**config.mk**
```make
export PLATFORM = sky130hd
export DESIGN_NAME = mul_sched
export DESIGN_NICKNAME = d
export VERILOG_FILES = /design/src/rtl/mul_sched.sv
export SDC_FILE = /design/constraint.sdc
export NUM_CORES = 1
export LEC_CHECK = 0
export ABC_CLOCK_PERIOD_IN_PS = 4200
export CAP_MARGIN = 0
export CORE_AREA = 2 2 260 262
export CTS_BUF_LIST = sky130_fd_sc_hd__clkbuf_8
export CTS_CLUSTER_DIAMETER = 150
export DETAILED_ROUTE_END_ITERATION = 8
export DIE_AREA = 0 0 262 264
export SYNTH_ARGS = -nofsm -noshare
export SYNTH_HDL_FRONTEND = slang
export SYNTH_SLANG_ARGS = --single-unit
```
**constraint.sdc**
```tcl
create_clock -name clk -period 4.2 [get_ports clk]
set_input_delay 0.84 -clock clk [delete_from_list [all_inputs] [get_ports clk]]
set_output_delay 0.84 -clock clk [all_outputs]
set_load 0.02 [all_outputs]
```
**src/rtl/mul_sched.sv**
```systemverilog
// Shares one pipelined multiplier between two requesters: round-robin issue with
// response credits, owner tracking through the multiplier latency, per-requester response FIFOs.
module mul_sched #(
  parameter int XLEN   = 64,
  parameter int LAT    = 1,
  parameter int RDEPTH = 2
) (
  input  logic              clk,
  input  logic              reset,
  input  logic [1:0]        ReqValid,
  output logic [1:0]        ReqReady,
  input  logic [2*XLEN-1:0] ReqA,
  input  logic [2*XLEN-1:0] ReqB,
  input  logic [5:0]        ReqFunct3,
  output logic [1:0]        RspValid,
  input  logic [1:0]        RspReady,
  output logic [2*XLEN-1:0] RspData,
  output logic [XLEN-1:0]   MulAE,
  output logic [XLEN-1:0]   MulBE,
  output logic [2:0]        MulFunct3E,
  input  logic [2*XLEN-1:0] MulProdM
);

  localparam int CW = 3;
  localparam int PW = (RDEPTH > 1) ? $clog2(RDEPTH) : 1;
  localparam logic [CW:0] DEPTH_C = (CW+1)'(RDEPTH);

  logic [CW-1:0]   occ      [2];
  logic [CW-1:0]   inflight [2];
  logic [PW-1:0]   wr_ptr   [2];
  logic [PW-1:0]   rd_ptr   [2];
  logic [XLEN-1:0] mem      [2][RDEPTH];
  logic            last_gnt;

  logic [LAT-1:0]  pv, pid, phi;
  logic [1:0]      elig, gnt, push, pop;
  logic            issue, retire, rid;
  logic [XLEN-1:0] rdata;

  function automatic logic [PW-1:0] ptr_inc(input logic [PW-1:0] p);
    return (p == PW'(RDEPTH-1)) ? '0 : p + PW'(1);
  endfunction

  // Both sides use valid/ready: a transfer happens on a rising edge where valid
  // and ready are both high. ReqReady is the grant and depends on ReqValid; RspValid
  // depends only on registered occupancy, never on RspReady.
  always_comb begin
    elig = '0;
    for (int i = 0; i < 2; i++)
      elig[i] = ReqValid[i] && (({1'b0, occ[i]} + {1'b0, inflight[i]}) < DEPTH_C);
    gnt = '0;
    if (!reset)
      gnt = '0;
    else if (elig == 2'b11)
      gnt = last_gnt ? 2'b01 : 2'b10;
    else
      gnt = elig;
  end

  assign ReqReady = gnt;
  assign issue    = |gnt;

  // Idle cycles drive zero operands so the multiplier computes a harmless bubble.
  always_comb begin
    MulAE      = '0;
    MulBE      = '0;
    MulFunct3E = '0;
    if (gnt[0]) begin
      MulAE      = ReqA[XLEN-1:0];
      MulBE      = ReqB[XLEN-1:0];
      MulFunct3E = ReqFunct3[2:0];
    end else if (gnt[1]) begin
      MulAE      = ReqA[2*XLEN-1:XLEN];
      MulBE      = ReqB[2*XLEN-1:XLEN];
      MulFunct3E = ReqFunct3[5:3];
    end
  end

  always_ff @(posedge clk or negedge reset) begin
    if (!reset) begin
      pv  <= '0;
      pid <= '0;
      phi <= '0;
    end else begin
      pv[0]  <= issue;
      pid[0] <= gnt[1];
      phi[0] <= (MulFunct3E != 3'b000);
      for (int k = 1; k < LAT; k++) begin
        pv[k]  <= pv[k-1];
        pid[k] <= pid[k-1];
        phi[k] <= phi[k-1];
      end
    end
  end

  assign retire = pv[LAT-1];
  assign rid    = pid[LAT-1];
  assign rdata  = phi[LAT-1] ? MulProdM[2*XLEN-1:XLEN] : MulProdM[XLEN-1:0];

  always_comb begin
    push    = '0;
    pop     = '0;
    RspData = '0;
    for (int i = 0; i < 2; i++) begin
      RspValid[i]               = (occ[i] != '0);
      push[i]                   = retire && (rid == 1'(i));
      pop[i]                    = RspValid[i] && RspReady[i];
      RspData[i*XLEN +: XLEN]   = mem[i][rd_ptr[i]];
    end
  end

  // Credits (occ + inflight) bound the FIFO, so a push never meets a full buffer.
  always_ff @(posedge clk or negedge reset) begin
    if (!reset) begin
      last_gnt <= 1'b1;
      for (int i = 0; i < 2; i++) begin
        occ[i]      <= '0;
        inflight[i] <= '0;
        wr_ptr[i]   <= '0;
        rd_ptr[i]   <= '0;
        for (int d = 0; d < RDEPTH; d++) mem[i][d] <= '0;
      end
    end else begin
      if (issue) last_gnt <= gnt[1];
      for (int i = 0; i < 2; i++) begin
        if (gnt[i] && !push[i])      inflight[i] <= inflight[i] + CW'(1);
        else if (!gnt[i] && push[i]) inflight[i] <= inflight[i] - CW'(1);
        if (push[i] && !pop[i])      occ[i] <= occ[i] + CW'(1);
        else if (pop[i] && !push[i]) occ[i] <= occ[i] - CW'(1);
        if (push[i]) begin
          mem[i][wr_ptr[i]] <= rdata;
          wr_ptr[i]         <= ptr_inc(wr_ptr[i]);
        end
        if (pop[i]) rd_ptr[i] <= ptr_inc(rd_ptr[i]);
      end
    end
  end

endmodule

```
==> impl_metrics.py, run 1 <==
metrics = {
    "outcome": {
        "outcome": "complete, no violations",
    },
    "route": {
        "dr.pass1.iters": 5,
        "ant_nets": 0,
        "via_count": 12400,
        "wl_um": 64200,
        "wl_per_cell_um": 22.5,
        "via_per_inst": 4.36,
        "drcViolationCount": 0,
        "drtIter0Drc": 457,
    },
    "placement": {
        "dpl.hpwl_um": 50600,
        "routabilityCongestion": 0.929,
        "port_buffers": 658,
        "place_inst": 2756,
    },
    "pwr": {
        "leakagePower_nw": 9.26,
        "fin_total_pwr_w": 0.00570,
        "switching_power_w": 0.00130,
        "peakVddDrop_uv": 178,
        "p_int_w": 0.00439,
        "p_clk_frac": 0.441,
        "switching_share": 0.229,
        "p_seq_frac": 0.467,
        "p_comb_frac": 0.092,
        "p_per_area_mw_per_mm2": 255,
    },
    "yosys": {
        "ys_seq_area_frac": 0.510,
        "synth_fp_nets": 1707,
        "syn_avg_cell_area_um2": 10.4,
        "syn_inst": 1297,
        "ys_warn_count": 0,
        "ys_ff_latch": 276,
        "synth_top_flop_cell": "dfrtp_1",
        "ys_types": 30,
        "synthArstFlopShare": 1.00,
        "syn-cell-area_mm2": 0.0135,
        "synth-edff-count": 0,
    },
    "clocking": {
        "cts_buffers": 49,
        "cts_tree": "yes",
        "clockBufferDepth": 3,
        "cts_num_sinks": 276,
        "cts.clk_slew.worst_paths_ps": 70,
        "clkLatencyLatePin_ps": 620,
        "cts_max_level": 2,
        "root_buffer": "clkbuf_8",
    },
    "floorplan": {
        "placementRows": 95,
        "ioPinCount": 659,
        "coreArea_mm2": 0.0666,
        "start_util": 0.204,
        "dieHeight_um": 264,
        "die_x_um": 262,
        "dieArea_mm2": 0.0692,
    },
    "setup_path": {
        "cp.required_ps": 3360,
        "crit_family": "buffers and inverters",
        "critPathSlowestCell": "fa_1",
        "cpMostUsedCell": "buf_12",
        "cp_max_fo": 16,
        "crit_path_max_incr_delay_ps": 530,
        "crit_chain": "inv_1, fa_1, and3b_1, o2111ai_2, a211oi_4, buf_12, buf_12, a22o_1, dlygate4sd2_1",
        "critical_path_class": "flip-flop to output port",
        "arrival_ps": 3250,
        "crit_buf_inv": 4,
        "worst_setup_path_end_kind": "output port",
        "cp-start-kind": "flip-flop",
    },
    "global_route": {
        "grt_pass1_vias": 13100,
        "grt_max_degree": 166,
        "grt_pass1_wl_um": 90700,
        "antenna_found_initial": 17,
        "overflow": 0,
        "grt_util_all_layers": 0.181,
    },
    "finish": {
        "final_layout_size_suffix_gt1_frac": 0.155,
        "layout_commonest_cell": "clkdlybuf4s50_1",
        "layout.cells.non_filler": 2853,
        "post-route-util": 0.335,
        "layout.nets": 2349,
        "area_growth_pct": 64.8,
        "final_cell_mix": "clkdlybuf4s50_1 (524), dfrtp_1 (267), nand2_1 (204)",
    },
    "timing": {
        "period_share": 0.973,
        "finalMaxSlewViolations": 0,
        "period_minus_slack_ps": 4090,
        "setup_viol_count_final": 0,
        "fin_tns_setup_ps": 0,
        "fin_skew_ps": 41.4,
        "finalHoldViolCount": 0,
        "slew_headroom": 0.317,
        "worst_pin_slew_ps": 996,
        "timing.fmax_ghz": 0.245,
    },
    "hold_path": {
        "hold_path_class": "flip-flop to flip-flop",
    },
    "run": {
        "cap_violations": 0,
    },
}
[kinds of logic (layout without fill, tap and decap cells)]
kind of cell             Yosys count  in the layout  share of synthesized area
adder cells (fa/ha/maj)           14             14                     0.0163
AO/OA/AOI/OAI                    392            392                      0.184
other                              0              9                          0
multiplexers                     196            196                      0.157
flip-flops                       276            276                      0.510
XOR/XNOR                          15             15                    0.00970
AND/OR/NAND/NOR                  287            287                     0.0821
buffers and inverters            117            791                     0.0413
[synthesized netlist by cell type, types with 2 or more instances]
| library cell | n | share of area |
|---|---|---|
| ha_1 | 8 | 0.0074 |
| xnor2_1 | 7 | 0.0045 |
| dfrtp_1 | 275 | 0.51 |
| fa_1 | 6 | 0.0089 |
| nand4_1 | 2 | 0.00092 |
| and3b_1 | 2 | 0.0013 |
| buf_1 | 3 | 0.00083 |
| a22o_1 | 131 | 0.085 |
| nand2_1 | 206 | 0.057 |
| o21ai_0 | 193 | 0.071 |
| a21oi_1 | 64 | 0.024 |
| buf_2 | 21 | 0.0078 |
| mux2i_1 | 64 | 0.047 |
| inv_1 | 12 | 0.0033 |
| nor2b_1 | 2 | 0.00092 |
| mux2_2 | 132 | 0.11 |
| clkbuf_1 | 68 | 0.019 |
| nor2_1 | 69 | 0.019 |
| or3_1 | 3 | 0.0014 |
| xor2_1 | 8 | 0.0052 |
| buf_6 | 12 | 0.010 |
[what timing repair did]
| action | 4_1_cts | 5_1_grt |
|---|---|---|
| gates resized for setup | 111 | 59 |
| gates cloned | 1 | 0 |
| buffers inserted | 3 | 0 |
| hold buffers | 1 | 0 |
| setup endpoints to repair | 116 | 95 |
| pin swaps | 1 | 0 |
| hold endpoints to repair | 3 | 0 |
[through the flow]
step           hold slack (ps)  area, um2  worst slack, ps
6_report                   471      22300              113
5_1_grt                    490      22300          -0.0944
4_1_cts                    477      22300           0.0571
3_5_place_dp               464      21400              126
3_3_place_gp               455      21400              109
2_1_floorplan              444      13500              951
[routing by layer]
metal	global-route usage	share of wire	up-vias
met1	0.195	0.37	6056
met5	0	0	-
met2	0.352	0.55	439
met4	0.0466	0.023	0
li1	-	-	5872
met3	0.0370	0.056	73
[power by group through the flow]
stage	combinational [W]	clock, W	sequential, W
5_1_grt	0.000558	0.00273	0.00266
6_report	0.000523	0.00251	0.00266
4_1_cts	0.000531	0.00261	0.00266
3_5_place_dp	0.000528	0	0.00271
2_1_floorplan	0.0000342	0	0.00271
3_3_place_gp	0.000526	0	0.00271
[state kept, by name, summed over array words and instances, names as in the netlist]
register,flops
mem,256
wr_ptr,2
pv,1
pid,1
rd_ptr,2
last_gnt,1
occ,6
inflight,6
phi,1
[path summary, 6_finish.rpt]
check | from | endpoint | slack (ps) | depth (start not counted)
max | occ[4] | MulBE[37] | 110 | 9
min | mem[54] | mem[54] | 470 | 2
max reg2reg | occ[4] | inflight[5] | 1170 | 12
min reg2reg | mem[54] | mem[54] | 470 | 2
max in group asynchronous | reset | phi | 1690 | 4
min in group asynchronous | reset | wr_ptr[1] | 670 | 2
[tightest hold or removal path, delay by kind of cell (launching register included)]
kind	cells	cell delay, ps
flops	1	340
compound gates	1	60
simple gates	1	40
[layout make-up]
cell class	count	area (um2)
fill	6728	44200
timing repair buffer	696	7130
sequential	276	6930
multi-input combinational	904	6130
tap	873	1090
clock buffer	59	812
clock inverter	24	170
inverter	12	45.0
antenna	9	22.5
Power figures use the tool's default switching activity.
==> inputs of run 2 (changes only) <==
--- a/config.mk
+++ b/config.mk
@@ -5,13 +5,14 @@
 export SDC_FILE = /design/constraint.sdc
 export NUM_CORES = 1
 export LEC_CHECK = 0
+export ABC_AREA = 1
 export ABC_CLOCK_PERIOD_IN_PS = 4200
 export CAP_MARGIN = 0
-export CORE_AREA = 2 2 260 262
+export CORE_AREA = 2 2 256 258
 export CTS_BUF_LIST = sky130_fd_sc_hd__clkbuf_8
 export CTS_CLUSTER_DIAMETER = 150
 export DETAILED_ROUTE_END_ITERATION = 8
-export DIE_AREA = 0 0 262 264
+export DIE_AREA = 0 0 258 260
 export SYNTH_ARGS = -nofsm -noshare
 export SYNTH_HDL_FRONTEND = slang
 export SYNTH_SLANG_ARGS = --single-unit
==> run 2 against run 1 <==
Net effect:
- combinational power increased to 13 times the previous value
- non-clock buffer count decreased by 15
- clock skew is 15 ps lower
- area after synthesis grew 7.9%
- sequential share of layout area shrank 0.96 points
- critical endpoint is now MulBE[7]
- largest cell class unchanged
- largest power group is now combinational logic
==> impl_metrics.py, run 2 <==
metrics = {
    "setup_path": {
        "r2r_slack_ps": 1030,
        "cp.required_ps": 3360,
        "worst_setup_path_end_kind": "output port",
        "r2r-start": "occ[3]",
        "r2r_end": "inflight[5]",
        "crit_path_max_incr_delay_ps": 550,
        "crit_chain": "inv_1, fa_1, nand3_1, nor2_2, nand2_1, nor2_4, nand2_2, clkinv_8, buf_16, buf_4, nand2_1, nand2_1, buf_12",
        "arrival_ps": 3140,
        "crit_buf_inv": 5,
        "critPathSlowestCell": "fa_1",
        "crit_start": "occ[1]",
        "worstRegToRegCells": 15,
        "cp_max_fo": 30,
        "cpMostUsedCell": "nand2_1",
        "crit_family": "simple AND/OR/NAND/NOR gates",
        "critical_path_class": "flip-flop to output port",
        "cp-start-kind": "flip-flop",
    },
    "finish": {
        "top_register": "mem",
        "top_regs": "mem: 256 flops, inflight: 6 flops, occ: 6 flops",
        "area_growth_pct": 57.5,
        "largest_reg_flops": 256,
        "nFillCells": 6525,
        "design_area_mm2": 0.0230,
        "seq_area_mm2": 0.00692,
        "multiInputGateArea_mm2": 0.00650,
        "final_layout_size_suffix_gt1_frac": 0.141,
        "layout_commonest_cell": "nand2_1",
        "final_cell_mix": "nand2_1 (658), clkdlybuf4s50_1 (526), dfrtp_1 (271)",
        "layout.nets": 2747,
    },
    "route": {
        "ant_nets": 0,
        "wl_met2_um": 33500,
        "dr.pass1.iters": 5,
        "drtIter0Drc": 604,
        "drcViolationCount": 0,
        "wl_met3_um": 4040,
        "via_per_inst": 4.30,
        "wl_per_cell_um": 18.7,
        "via_count": 13900,
        "wl_um": 60500,
        "met1_length_um": 21000,
        "routed.top_layer": "met4",
    },
    "timing": {
        "finalHoldViolCount": 0,
        "finalMaxSlewViolations": 0,
        "worst_pin_slew_ps": 997,
        "rsz0062_at_grt": "no",
        "period_share": 0.947,
        "fin_skew_ps": 26.1,
        "timing.fmax_ghz": 0.252,
        "fin_tns_setup_ps": 0,
        "period_minus_slack_ps": 3980,
        "timing.final.ws_setup_ps": 224,
        "setup_viol_count_final": 0,
        "slew_headroom": 0.335,
    },
    "placement": {
        "port_buffers": 658,
        "dpl_cell_area_mm2": 0.0221,
        "dpl.hpwl_um": 46300,
        "routabilityCongestion": 0.901,
        "detailedPlace.worstSlack_ps": 201,
    },
    "yosys": {
        "synth_fp_nets": 2122,
        "yosys-top-cells-area": "dfrtp_1 (47%), nand2_1 (17%), mux2_2 (14%), o21ai_0 (9.0%), inv_1 (3.9%)",
        "ys_seq_area_frac": 0.473,
        "syn_avg_cell_area_um2": 8.54,
        "synth_commonest_cells": "nand2_1 (659), dfrtp_1 (275), o21ai_0 (262)",
        "ys_warn_count": 0,
        "synth_most_common_cell": "nand2_1",
        "ys_types": 25,
        "syn-cell-area_mm2": 0.0146,
        "syn_inst": 1712,
        "ys_ff_latch": 276,
        "synth-edff-count": 0,
        "synth_top_cell_area_share": 0.471,
        "synthArstFlopShare": 1.00,
        "yosysTopAreaCell": "dfrtp_1",
        "synth_top_flop_cell": "dfrtp_1",
    },
    "clocking": {
        "cts_buffers": 45,
        "cts_tree": "yes",
        "cts.clk_slew.worst_paths_ps": 60,
        "clkLatencyLatePin_ps": 570,
        "cts_num_sinks": 276,
        "cts_max_level": 2,
        "root_buffer": "clkbuf_8",
        "clockBufferDepth": 3,
    },
    "hold_path": {
        "hold_path_class": "input port to async pin",
    },
    "global_route": {
        "grt_pass1_wl_um": 87200,
        "grt_max_degree": 167,
        "overflow": 0,
        "grt_pass1_vias": 14300,
        "antenna_found_initial": 13,
        "grt_util_all_layers": 0.172,
    },
    "floorplan": {
        "start_util": 0.228,
        "die_x_um": 258,
        "placementRows": 93,
        "dieArea_mm2": 0.0671,
        "coreArea_mm2": 0.0641,
        "ioPinCount": 659,
        "dieHeight_um": 260,
    },
    "pwr": {
        "leakagePower_nw": 10.9,
        "peakVddDrop_uv": 260,
        "p_per_area_mw_per_mm2": 570,
        "fin_total_pwr_w": 0.0131,
    },
    "run": {
        "cap_violations": 0,
    },
    "outcome": {
        "outcome": "complete, no violations",
    },
}
==> run 2: changes by cell type after synthesis, sizes merged, moves of 4 or more <==
cell,previous run,this run
mux2i,64,0
buf,37,68
mux2,132,192
nor2,69,17
nand2,206,662
inv,12,155
a21oi,64,8
xor2,8,4
clkbuf,68,35
nand3,0,9
a22o,131,0
o21ai,193,262
==> run 2: per-stage QoR <==
step	hold slack [ps]	cells	utilization
finish	368	3230	0.359
global route	380	3230	0.359
CTS	343	3220	0.357
detailed placement	475	3142	0.345
global placement	467	3142	0.345
floorplan	450	1712	-
==> run 2: worst reg2reg max path, cell delays in order, from the launching register on <==
cell and delay (ps):
dfrtp_1 440, nand2_2 90, fa_1 520, nand3_1 100, nor2_2 120, nand2_1 70
nor2_2 120, nand2_1 150, clkinv_4 160, buf_16 220, ha_1 180, inv_1 70
fa_1 400, a21oi_1 150, o21ai_0 120, xnor2_1 140
==> run 2: what timing repair did <==
item | CTS | global route
setup endpoints to repair | 99 | 92
pin swaps | 0 | 1
setup buffers | 0 | 1
gates cloned | 0 | 2
endpoints found under the hold margin | 0 | 0
hold buffers | 0 | 0
resized for setup | 97 | 22
==> run 2: layout make-up <==
type	count	area share
inverter	155	0.0260
antenna	7	0.000761
clock inverter	20	0.00446
sequential	276	0.301
tap	855	0.0465
clock buffer	58	0.0347
timing repair buffer	681	0.304
multi-input combinational	1178	0.283
==> run 2: cell families after synthesis <==
family / after synthesis / synth area share
simple gates: 690 / 0.181
flops: 276 / 0.473
compound gates: 270 / 0.0925
buf+inv: 258 / 0.0838
mux: 192 / 0.148
fa+ha+maj: 14 / 0.0151
xor+xnor: 12 / 0.00719
==> run 2: worst max path at each step <==
| stage | cells after the start | endpoint | slack [ps] |
|---|---|---|---|
| 2_1_floorplan | 15 | inflight[2] | 1320 |
| 3_3_place_gp | 11 | MulBE[52] | 190 |
| 3_5_place_dp | 11 | MulAE[21] | 200 |
| 4_1_cts | 12 | MulAE[56] | 2 |
| 5_1_grt | 13 | MulBE[3] | 4 |
| 6_report | 13 | MulBE[7] | 220 |
==> run 2: per-layer routing <==
metal,vias up,global-route usage
met5,-,0
li1,6663,-
met1,6637,0.173
met4,0,0.0673
met2,505,0.337
met3,93,0.0408
==> run 2: report_power, final <==
group          switching [W]  internal (W)  total (W)  leakage, nW
sequential          0.000604       0.00345    0.00406         3.28
clock                0.00109       0.00124    0.00233        0.500
combinational        0.00374       0.00300    0.00674         7.08
total                0.00543       0.00769     0.0131         10.9
==> inputs of run 3 (changes only) <==
--- a/config.mk
+++ b/config.mk
@@ -7,12 +7,12 @@
 export LEC_CHECK = 0
 export ABC_AREA = 1
 export ABC_CLOCK_PERIOD_IN_PS = 4200
-export CAP_MARGIN = 0
 export CORE_AREA = 2 2 256 258
 export CTS_BUF_LIST = sky130_fd_sc_hd__clkbuf_8
 export CTS_CLUSTER_DIAMETER = 150
 export DETAILED_ROUTE_END_ITERATION = 8
 export DIE_AREA = 0 0 258 260
+export SKIP_CTS_REPAIR_TIMING = 1
 export SYNTH_ARGS = -nofsm -noshare
 export SYNTH_HDL_FRONTEND = slang
 export SYNTH_SLANG_ARGS = --single-unit
==> run 3 against run 2 <==
Net effect:
- final area rose by 1.5%
- hold slack improved by 7.9 ps
- worst setup slack improved by 20 ps
- first-iteration DRC count is 1.8% higher
- critical path type unchanged
==> impl_metrics.py, run 3 (synthesis results as in run 2) <==
metrics = {
    "route": {
        "wl_um": 60900,
        "drtIter0Drc": 615,
        "ant_nets": 0,
        "drcViolationCount": 0,
        "dr.pass1.iters": 5,
        "via_count": 13900,
        "via_per_inst": 4.31,
        "wl_per_cell_um": 18.9,
    },
    "clocking": {
        "cts_max_level": 2,
        "cts_buffers": 45,
        "root_buffer": "clkbuf_8",
        "cts_num_sinks": 276,
        "clkLatencyLatePin_ps": 570,
        "cts_tree": "yes",
        "clockBufferDepth": 3,
        "cts.clk_slew.worst_paths_ps": 60,
    },
    "timing": {
        "fin_skew_ps": 24.0,
        "slew_headroom": 0.337,
        "period_share": 0.942,
        "setup_viol_count_final": 0,
        "finalMaxSlewViolations": 0,
        "rsz0062_at_grt": "no",
        "holdWs_ps": 376,
        "finalHoldViolCount": 0,
        "period_minus_slack_ps": 3960,
        "timing.fmax_ghz": 0.253,
        "worst_pin_slew_ps": 994,
        "fin_tns_setup_ps": 0,
    },
    "setup_path": {
        "critical_path_class": "flip-flop to output port",
        "worst_setup_path_end_kind": "output port",
        "cp-start-kind": "flip-flop",
        "cp.required_ps": 3360,
        "r2r_end": "inflight[5]",
        "setup.worst_path.end": "MulBE[7]",
        "cp_max_fo": 16,
        "arrival_ps": 3120,
        "r2r_slack_ps": 1020,
        "crit_start": "occ[3]",
        "r2r-start": "occ[3]",
        "worstRegToRegCells": 15,
    },
    "global_route": {
        "grt_util_all_layers": 0.172,
        "grt_pass1_vias": 14300,
        "grt_max_degree": 167,
        "grt_pass1_wl_um": 87100,
        "antenna_found_initial": 13,
        "overflow": 0,
    },
    "pwr": {
        "fin_total_pwr_w": 0.0132,
        "peakVddDrop_uv": 259,
        "p_per_area_mw_per_mm2": 565,
        "leakagePower_nw": 12.1,
    },
    "floorplan": {
        "dieHeight_um": 260,
        "placementRows": 93,
        "dieArea_mm2": 0.0671,
        "coreArea_mm2": 0.0641,
        "ioPinCount": 659,
        "start_util": 0.228,
        "die_x_um": 258,
    },
    "finish": {
        "nFillCells": 6431,
        "post-route-util": 0.364,
        "layout_commonest_cell": "nand2_1",
        "layout.nets": 2748,
        "final_layout_size_suffix_gt1_frac": 0.140,
        "largest_reg_flops": 256,
        "final_cell_mix": "nand2_1 (659), clkdlybuf4s50_1 (526), dfrtp_1 (271)",
        "top_regs": "mem: 256 flops, inflight: 6 flops, occ: 6 flops",
        "area_growth_pct": 59.8,
        "top_register": "mem",
    },
    "placement": {
        "routabilityCongestion": 0.901,
        "dpl.hpwl_um": 46300,
        "port_buffers": 658,
    },
    "hold_path": {
        "hold_path_class": "input port to async pin",
    },
    "outcome": {
        "outcome": "complete, no violations",
    },
    "run": {
        "cap_violations": 0,
    },
}
## run 3: changes by cell type in the layout (fill, tap and decap cells not counted), sizes merged
| cell | before | now |
|---|---|---|
| dlygate4sd2 | 87 | 0 |
| clkbuf | 63 | 61 |
| dlymetal6s2s | 7 | 98 |
| buf | 54 | 55 |
| clkdlybuf4s15 | 2 | 0 |
## run 3: per-layer routing
metal	vias to the layer above	routed length [um]	global-route usage
li1	6665	-	-
met1	6667	20800	0.173
met2	497	34100	0.337
met3	89	4170	0.0411
met4	0	1760	0.0665
met5	-	0	0
## run 3: final cells by class
class,count,area (um2),area share
timing repair buffer,682,7350,0.315
sequential,276,6920,0.296
multi-input combinational,1178,6500,0.278
tap,855,1070,0.0458
clock buffer,58,798,0.0342
inverter,155,599,0.0257
clock inverter,20,103,0.00439
antenna,7,17.5,0.000750
## run 3: worst min-delay path by stage
stage,from,end,slack (ps),depth (start not counted)
3_3_place_gp,inflight[5],inflight[5],470,1
3_5_place_dp,mem[185],mem[185],480,1
4_1_cts,reset,mem[4],340,2
5_1_grt,reset,mem[249],370,2
2_1_floorplan,inflight[2],inflight[2],450,1
6_report,reset,mem[186],380,2
## run 3: critical path: stages, from the launching register on
cell and delay [ps]:
dfrtp_1 440, nand2_2 90, fa_1 520, nand3_1 100, nor2_2 120, nand3_1 160, nand2_2 200, clkinv_8 140
clkbuf_16 220, buf_4 180, nand2_1 60, nand2_1 120, buf_12 180
## run 3: power by group
group	leakage, nW	switching [W]	internal (W)	total, W
Sequential	3.28	0.000605	0.00345	0.00406
Clock	0.500	0.00109	0.00124	0.00233
Combinational	8.34	0.00374	0.00307	0.00681
## run 3: through the flow
step / cell area, um2 / worst slack (ps) / std cells
after global routing: 23400 / 18.2 / 3231
after CTS: 23000 / -201 / 3220
after global placement: 22100 / 190 / 3142
final: 23400 / 244 / 3231
after detailed placement: 22100 / 201 / 3142
after floorplan: 14600 / 1320 / 1712
